**src/rtl/rs_issue_sched_pkg.sv**
```systemverilog
// Shared definitions for the reservation-station issue scheduler:
// functional-unit codes, field widths and the per-FU occupancy lookup.
package rs_issue_sched_pkg;

    localparam int FU_W   = 2;
    localparam int OCC_W  = 3;
    localparam int NUM_FU = 3;

    typedef enum logic [FU_W-1:0] {
        FU_ALU0 = 2'd0,
        FU_ALU1 = 2'd1,
        FU_MEM  = 2'd2,
        FU_NONE = 2'd3
    } fu_code_e;

    // Cycles a unit stays booked after one grant; only MEM differs from the ALUs.
    function automatic logic [OCC_W-1:0] fu_occupancy(input int fu, input int alu_occ,
                                                      input int mem_occ);
        if (fu == int'(FU_MEM)) begin
            return OCC_W'(mem_occ);
        end
        return OCC_W'(alu_occ);
    endfunction

endpackage

```
**src/rtl/rs_issue_sched_if.sv**
```systemverilog
// Bundle between the reservation station (master) and the issue scheduler (slave).
// Requests, ROB head, stalls and flush flow in; clear/issue/free flow back.
interface rs_issue_sched_if
    import rs_issue_sched_pkg::*;
#(
    parameter int RS_DEPTH  = 16,
    parameter int ROB_WIDTH = 6,
    parameter int NFU       = 3
);
    localparam int IDX_W = $clog2(RS_DEPTH);

    logic                          flush;
    logic [RS_DEPTH-1:0]           req_valid;
    logic [FU_W*RS_DEPTH-1:0]      req_fu;
    logic [ROB_WIDTH*RS_DEPTH-1:0] req_tag;
    logic [ROB_WIDTH-1:0]          rob_head;
    logic [NFU-1:0]                fu_stall;

    logic [RS_DEPTH-1:0]           clear_vec;
    logic [NFU-1:0]                issue_valid;
    logic [NFU*IDX_W-1:0]          issue_idx;
    logic [NFU-1:0]                fu_free;

    modport master (
        output flush, req_valid, req_fu, req_tag, rob_head, fu_stall,
        input  clear_vec, issue_valid, issue_idx, fu_free
    );

    modport slave (
        input  flush, req_valid, req_fu, req_tag, rob_head, fu_stall,
        output clear_vec, issue_valid, issue_idx, fu_free
    );

endinterface

```
**src/rtl/rs_issue_sched_age_picker.sv**
```systemverilog
// Oldest-of-N selector: a balanced comparison tree over N candidates that
// returns whether any candidate is valid and the index of the smallest age.
module rs_age_picker #(
    parameter int N     = 16,
    parameter int AGE_W = 6,
    parameter int IDX_W = $clog2(N)
) (
    input  logic [N-1:0]       valid,
    input  logic [N*AGE_W-1:0] age,
    output logic               found,
    output logic [IDX_W-1:0]   idx
);

    // Heap-ordered tree: leaves occupy nodes N-1..2N-2, each parent keeps the younger-age child.
    always_comb begin : tree
        logic               node_v   [2*N-1];
        logic [AGE_W-1:0]   node_age [2*N-1];
        logic [IDX_W-1:0]   node_idx [2*N-1];
        logic               take_right;
        take_right = 1'b0;
        for (int j = 0; j < N; j++) begin
            node_v[N-1+j]   = valid[j];
            node_age[N-1+j] = age[j*AGE_W +: AGE_W];
            node_idx[N-1+j] = IDX_W'(j);
        end
        for (int i = N-2; i >= 0; i--) begin
            take_right = node_v[2*i+2] &&
                         (!node_v[2*i+1] || (node_age[2*i+2] < node_age[2*i+1]));
            node_v[i]   = node_v[2*i+1] || node_v[2*i+2];
            node_age[i] = take_right ? node_age[2*i+2] : node_age[2*i+1];
            node_idx[i] = take_right ? node_idx[2*i+2] : node_idx[2*i+1];
        end
        found = node_v[0];
        idx   = node_idx[0];
    end

endmodule

```
**src/rtl/rs_issue_sched.sv**
```systemverilog
// Reservation-station issue scheduler: per functional unit, grants the oldest
// ready entry steered to it, frees granted entries combinationally, registers
// the grant toward the unit and books multi-cycle units until they are free.
module rs_issue_sched
    import rs_issue_sched_pkg::*;
#(
    parameter int RS_DEPTH  = 16,
    parameter int ROB_WIDTH = 6,
    parameter int MEM_OCC   = 2,
    parameter int ALU_OCC   = 1
) (
    input  logic             clk,
    input  logic             rst_n,
    rs_issue_sched_if.slave  bus
);

    localparam int IDX_W = $clog2(RS_DEPTH);

    logic [RS_DEPTH*ROB_WIDTH-1:0]       age_vec;
    logic [NUM_FU-1:0]                   fu_free;
    logic [NUM_FU-1:0][RS_DEPTH-1:0]     elig;
    logic [NUM_FU-1:0]                   pick_found;
    logic [NUM_FU-1:0][IDX_W-1:0]        pick_idx;
    logic [RS_DEPTH-1:0]                 clear_vec;

    logic [NUM_FU-1:0][OCC_W-1:0]        busy_cnt;
    logic [NUM_FU-1:0]                   issue_valid_q;
    logic [NUM_FU-1:0][IDX_W-1:0]        issue_idx_q;

    // Age of each entry relative to the ROB head; modular subtraction handles tag wrap.
    always_comb begin
        age_vec = '0;
        for (int i = 0; i < RS_DEPTH; i++) begin
            age_vec[i*ROB_WIDTH +: ROB_WIDTH] =
                bus.req_tag[i*ROB_WIDTH +: ROB_WIDTH] - bus.rob_head;
        end
    end

    // A unit can take a new instruction only when its booking has expired and it is not stalled.
    always_comb begin
        fu_free = '0;
        for (int f = 0; f < NUM_FU; f++) begin
            fu_free[f] = (busy_cnt[f] == '0) && !bus.fu_stall[f];
        end
    end

    // Per-unit candidate masks; reset and flush suppress every grant in the cycle.
    always_comb begin
        elig = '0;
        for (int f = 0; f < NUM_FU; f++) begin
            for (int i = 0; i < RS_DEPTH; i++) begin
                elig[f][i] = rst_n && !bus.flush && fu_free[f] && bus.req_valid[i] &&
                             (bus.req_fu[FU_W*i +: FU_W] == FU_W'(f));
            end
        end
    end

    genvar g;
    generate
        for (g = 0; g < NUM_FU; g++) begin : g_pick
            rs_age_picker #(
                .N     (RS_DEPTH),
                .AGE_W (ROB_WIDTH),
                .IDX_W (IDX_W)
            ) u_picker (
                .valid (elig[g]),
                .age   (age_vec),
                .found (pick_found[g]),
                .idx   (pick_idx[g])
            );
        end
    endgenerate

    // Entries granted this cycle, one bit per winning unit, so the RS can free them at the edge.
    always_comb begin
        clear_vec = '0;
        for (int f = 0; f < NUM_FU; f++) begin
            if (pick_found[f]) begin
                clear_vec[pick_idx[f]] = 1'b1;
            end
        end
    end

    // Registered grants toward the units plus per-unit occupancy countdown.
    always_ff @(posedge clk or negedge rst_n) begin
        if (!rst_n) begin
            issue_valid_q <= '0;
            issue_idx_q   <= '0;
            busy_cnt      <= '0;
        end else if (bus.flush) begin
            issue_valid_q <= '0;
            busy_cnt      <= '0;
        end else begin
            for (int f = 0; f < NUM_FU; f++) begin
                issue_valid_q[f] <= pick_found[f];
                if (pick_found[f]) begin
                    issue_idx_q[f] <= pick_idx[f];
                    busy_cnt[f]    <= fu_occupancy(f, ALU_OCC, MEM_OCC) - OCC_W'(1);
                end else if (busy_cnt[f] != '0) begin
                    busy_cnt[f] <= busy_cnt[f] - OCC_W'(1);
                end
            end
        end
    end

    assign bus.clear_vec   = clear_vec;
    assign bus.fu_free     = fu_free;
    assign bus.issue_valid = issue_valid_q;
    assign bus.issue_idx   = issue_idx_q;

endmodule

```
**src/flat_wrapper.sv**
```systemverilog
// flat-port wrapper written by rule: the top's interface ports become plain ports
module rs_issue_sched_flat import rs_issue_sched_pkg::*;
#(
    parameter int RS_DEPTH  = 16,
    parameter int ROB_WIDTH = 6,
    parameter int MEM_OCC   = 2,
    parameter int ALU_OCC   = 1
)
  (clk, rst_n, bus_flush, bus_req_valid, bus_req_fu, bus_req_tag, bus_rob_head, bus_fu_stall, bus_clear_vec, bus_issue_valid, bus_issue_idx, bus_fu_free);
  rs_issue_sched_if #(.RS_DEPTH(RS_DEPTH), .ROB_WIDTH(ROB_WIDTH), .NFU(3)) bus_i ();
  input  logic clk;
  input  logic rst_n;
  input wire logic [$bits(bus_i.flush)-1:0] bus_flush;
  input wire logic [$bits(bus_i.req_valid)-1:0] bus_req_valid;
  input wire logic [$bits(bus_i.req_fu)-1:0] bus_req_fu;
  input wire logic [$bits(bus_i.req_tag)-1:0] bus_req_tag;
  input wire logic [$bits(bus_i.rob_head)-1:0] bus_rob_head;
  input wire logic [$bits(bus_i.fu_stall)-1:0] bus_fu_stall;
  output wire logic [$bits(bus_i.clear_vec)-1:0] bus_clear_vec;
  output wire logic [$bits(bus_i.issue_valid)-1:0] bus_issue_valid;
  output wire logic [$bits(bus_i.issue_idx)-1:0] bus_issue_idx;
  output wire logic [$bits(bus_i.fu_free)-1:0] bus_fu_free;
  assign bus_i.flush = bus_flush;
  assign bus_i.req_valid = bus_req_valid;
  assign bus_i.req_fu = bus_req_fu;
  assign bus_i.req_tag = bus_req_tag;
  assign bus_i.rob_head = bus_rob_head;
  assign bus_i.fu_stall = bus_fu_stall;
  assign bus_clear_vec = bus_i.clear_vec;
  assign bus_issue_valid = bus_i.issue_valid;
  assign bus_issue_idx = bus_i.issue_idx;
  assign bus_fu_free = bus_i.fu_free;
  rs_issue_sched #(.RS_DEPTH(RS_DEPTH), .ROB_WIDTH(ROB_WIDTH), .MEM_OCC(MEM_OCC), .ALU_OCC(ALU_OCC)) u_core (.clk(clk), .rst_n(rst_n), .bus(bus_i));
endmodule
```
**config.mk**
```make
export PLATFORM = sky130hd
export DESIGN_NAME = rs_issue_sched_flat
export DESIGN_NICKNAME = d
export VERILOG_FILES = /design/src/rtl/rs_issue_sched_pkg.sv /design/src/rtl/rs_issue_sched_if.sv /design/src/rtl/rs_issue_sched_age_picker.sv /design/src/rtl/rs_issue_sched.sv /design/src/flat_wrapper.sv
export SDC_FILE = /design/constraint.sdc
export NUM_CORES = 1
export LEC_CHECK = 0
export BUFFER_PORTS_ARGS = -buffer_cell sky130_fd_sc_hd__buf_2
export CAP_MARGIN = 20
export CORE_ASPECT_RATIO = 1.1
export CORE_MARGIN = 5
export CORE_UTILIZATION = 55
export CTS_BUF_LIST = sky130_fd_sc_hd__clkbuf_4 sky130_fd_sc_hd__clkbuf_8 sky130_fd_sc_hd__clkbuf_16
export CTS_CLUSTER_SIZE = 40
export DETAILED_ROUTE_END_ITERATION = 12
export PLACE_DENSITY = 0.85
export SYNTH_ARGS = -nofsm -noshare
export SYNTH_HDL_FRONTEND = slang
export SYNTH_SLANG_ARGS = --single-unit
```
**constraint.sdc**
```tcl
create_clock -name clk -period 12.8 [get_ports clk]
set_clock_uncertainty 0.15 [all_clocks]
set_input_delay 1.92 -clock clk [delete_from_list [all_inputs] [get_ports clk]]
set_output_delay 1.92 -clock clk [all_outputs]
set_load 0.01 [all_outputs]
```
==> run summary <==
=================================================================================================
Clock-pin transition on the worst setup and hold timing paths                             0.07 ns
First-iteration detailed-routing DRC count                                                   1511
Final HPWL DP                                                                            47400 um
Initial antenna violation count                                                                 0
Gr ovfl total                                                                                   0
Sequential cell area                                                                      601 um2
Syn nets                                                                                     2203
Layout cells sized above 1                                                                  33.7%
Number of optimization iterations in the first detailed-route pass                              6
Area of the multi-input gates                                                           13000 um2
Clock network latency to the later pin of the worst-skew pair                             0.26 ns
Min Tclk post-route                                                                      12.80 ns
Leakage                                                                                   9.31 nW
Crit path kind                                                                          in -> out
Fillers                                                                                      1761
DIE HEIGHT                                                                                 173 um
First-pass GRT wire length                                                               85100 um
Via count                                                                                   16600
Final-report setup violation count                                                              0
Number of buffers inserted for hold repair after clock tree synthesis                           0
PnR Total Power                                                                           1.85 mW
TritonCTS buffer count                                                                          3
Most common library cell in the layout ignoring fill and taps                        sky130_fd_sc_hd__buf_4
Routed WL per cell                                                                        21.9 um
Total Wirelength                                                                         57700 um
Post-detailed-route via-to-cell ratio                                                        6.31
Clock Path Buffers                                                                              2
Post-layout net count                                                                        2726
Number of max-slew violations in the final report                                               0
Vias in the first global route                                                              16300
Largest net degree at the start of global routing                                              26
Standard-cell rows                                                                             59
Weighted congestion reported at the end of routability-driven placement                      1.04
Chip width                                                                                 158 um
Critical Path Fanout Max                                                                        8
Sequential share of the synthesized area                                                    4.50%
Highest-delay cell along the critical path                                           sky130_fd_sc_hd__o31a_1
Worst relative slew slack                                                                   25.5%
Die ar.                                                                                 27500 um2
Final cell count without fillers                                                             2635
Warning count from the yosys run                                                                0
Highest clock rate                                                                     0.0781 GHz
Sort of element at the end of the critical path                                       output port
Accumulated negative setup slack                                                             0 ns
Buffers added on ports                                                                        189
Core footprint                                                                          23800 um2
Cell chosen for the clock root                                                       sky130_fd_sc_hd__clkbuf_16
Compound-cell area share of the yosys netlist                                               30.7%
Power density of the placed cells                                                      100 nW/um2
Run status                                                                              completed
Number of ports placed on the die boundary                                                    190
WP data required                                                                         10.73 ns
Largest family of logic cells by synthesized area                                    compound AO/OA/AOI/OAI gates
Adder-cell share of the synthesized area                                                    23.5%
Portion of netlist area occupied by mux cells                                               10.7%
Fraction of registers with async set/reset                                                   100%
Worst vdd rail ir drop                                                                    73.0 uV
Starting Density                                                                            56.1%
Highest-count cells in the layout ignoring fill and taps                             337 x sky130_fd_sc_hd__buf_4, 209 x sky130_fd_sc_hd__ha_1, 187 x sky130_fd_sc_hd__buf_2
Number of synthesized register bits                                                            24
Number of flops mapped to enable cells by yosys                                                 0
Antenna fix cells                                                                               0
Inst Count DP                                                                                2569
Mean Syn Cell Area                                                                       7.38 um2
Ratio of final minimum period to clock period                                                100%
Area added between synthesis and finish                                                     37.8%
Max-cap violation count                                                                         0
Clock tree from TritonCTS                                                                     yes
Overall Global Routing Usage                                                                38.6%
Post-Synth XOR/XNOR Area                                                                    4.73%
Number of distinct library cell variants in the gate-level netlist after synthesis             96
Pin slew with the least headroom to its limit                                             1.12 ns
Internal reg-to-reg setup slack                                                           4.17 ns
Top FF cell, synth                                                                   sky130_fd_sc_hd__dfrtp_1
CTS Sinks                                                                                      24
Setup repair after global routing missed its margin                                           yes
Simple-gate share of the synthesized area                                                   21.0%
Synthesized area                                                                        13300 um2
Critical path arrival                                                                    10.73 ns
Final-report hold violation count                                                               0
Remaining number of nets flagged by the antenna check after routing                             0
Drt drc                                                                                         0
Class of the tightest hold or removal check                                            reg -> reg
CTS HTree Levels                                                                                1
Kind of start point of the critical path                                                input pin
Count of mapped cells out of synthesis                                                       1808
Largest incremental delay on the critical path                                            0.34 ns
=================================================================================================
[worst max-delay path: cells and delay by family]
| kind | cells | cell delay [ns] |
|---|---|---|
| mux | 2 | 0.27 |
| compound gates | 20 | 3.53 |
| fa+ha+maj | 5 | 1.40 |
| buf+inv | 13 | 1.79 |
| simple gates | 13 | 1.80 |
[layout make-up]
type / instances / area share [%]
Clock buffer: 3 / 0.408
Clock inverter: 1 / 0.163
Inverter: 138 / 2.85
Tap cell: 305 / 2.08
Sequential cell: 24 / 3.27
Timing Repair Buffer: 549 / 20.6
Multi-Input combinational cell: 1615 / 70.7
[path summary, 6_finish.rpt]
kind | start | end | depth (start not counted)
setup / recovery | bus_rob_head[1] | bus_clear_vec[15] | 53
hold / removal | u_core.bus.issue_idx[7]$_DFFE_PN0P_ | u_core.bus.issue_idx[7]$_DFFE_PN0P_ | 1
setup reg to reg | u_core.busy_cnt[6]$_DFFE_PN0P_ | u_core.bus.issue_idx[9]$_DFFE_PN0P_ | 41
hold reg to reg | u_core.bus.issue_idx[7]$_DFFE_PN0P_ | u_core.bus.issue_idx[7]$_DFFE_PN0P_ | 1
max in group asynchronous | rst_n | u_core.busy_cnt[0]$_DFFE_PN0P_ | 2
min in group asynchronous | rst_n | u_core.bus.issue_idx[5]$_DFFE_PN0P_ | 2
[logic make-up (layout without fill, tap and decap cells)]
group                    after synthesis  after routing
AO/OA/AOI/OAI                        598            598
XOR/XNOR                              72             72
adder cells (fa/ha/maj)              241            241
buffers and inverters                169            691
flip-flops                            24             24
multiplexers                         138            138
AND/OR/NAND/NOR                      566            566
[per-layer routing]
layer | track usage [%] | wire, um | share of wire (%)
met3 | 4.57 | 4720 | 8.2
met1 | 46.2 | 21600 | 37
met4 | 24.2 | 4630 | 8.0
met5 | 0 | 0 | 0
met2 | 64.8 | 26800 | 46
[sequential cells by signal (all words and copies together) (netlist names)]
register	count
u_core.busy_cnt	9
u_core.bus.issue_idx	12
u_core.bus.issue_valid	3
[metrics by stage]
| step | hold slack [ns] | cell area (um2) | utilization [%] | worst slack (ns) |
|---|---|---|---|---|
| final | 0.326 | 18400 | 77.3 | 0.000910 |
| after global routing | 0.342 | 18400 | 77.3 | -0.401 |
| after CTS | 0.330 | 17300 | 72.8 | -0.0128 |
| after detailed placement | 0.314 | 16900 | 71.0 | -0.390 |
| after global placement | 0.310 | 16900 | 71.0 | -0.302 |
| after floorplan | 0.330 | 13400 | - | 0.0187 |
[where the power goes]
part / leakage (nW) / internal, mW / switching [mW]
clock network: 0.0511 / 0.0623 / 0.0313
registers: 0.311 / 0.107 / 0.0256
logic: 8.95 / 0.727 / 0.892
total: 9.31 / 0.897 / 0.949
[cell usage after synthesis (13+ instances only)]
cell | number | area share (%)
sky130_fd_sc_hd__ha_1 | 223 | 21
sky130_fd_sc_hd__nor2_1 | 168 | 4.7
sky130_fd_sc_hd__a21oi_1 | 154 | 5.8
sky130_fd_sc_hd__nand2_1 | 150 | 4.2
sky130_fd_sc_hd__inv_1 | 137 | 3.9
sky130_fd_sc_hd__o21ai_0 | 127 | 4.8
sky130_fd_sc_hd__mux2i_1 | 108 | 8.1
sky130_fd_sc_hd__a21o_1 | 80 | 4.5
sky130_fd_sc_hd__xnor2_1 | 42 | 2.8
sky130_fd_sc_hd__nand2b_1 | 38 | 1.8
sky130_fd_sc_hd__xor2_1 | 30 | 2.0
sky130_fd_sc_hd__o21a_1 | 29 | 1.6
sky130_fd_sc_hd__mux2_2 | 28 | 2.4
sky130_fd_sc_hd__nand3_1 | 27 | 1.0
sky130_fd_sc_hd__dfrtp_1 | 24 | 4.5
sky130_fd_sc_hd__clkbuf_1 | 23 | 0.65
sky130_fd_sc_hd__nor3_1 | 22 | 0.83
sky130_fd_sc_hd__nand3b_1 | 21 | 1.2
sky130_fd_sc_hd__nor2b_1 | 21 | 0.99
sky130_fd_sc_hd__a211oi_1 | 20 | 1.1
sky130_fd_sc_hd__and2_1 | 19 | 0.89
sky130_fd_sc_hd__o21ai_1 | 17 | 0.64
sky130_fd_sc_hd__fa_1 | 16 | 2.4
sky130_fd_sc_hd__or2_2 | 16 | 0.75
sky130_fd_sc_hd__and3_1 | 15 | 0.70
sky130_fd_sc_hd__o31a_1 | 15 | 0.99
sky130_fd_sc_hd__nor3b_1 | 14 | 0.79
sky130_fd_sc_hd__o211ai_1 | 14 | 0.79
sky130_fd_sc_hd__o31ai_1 | 13 | 0.73
[timing repair]
item,in CTS,in global routing
cloned,1,0
pin swaps,19,84
resized for setup,40,185
setup buffers,17,44
setup endpoints to repair,16,16
(Power assumes the default switching activity.)
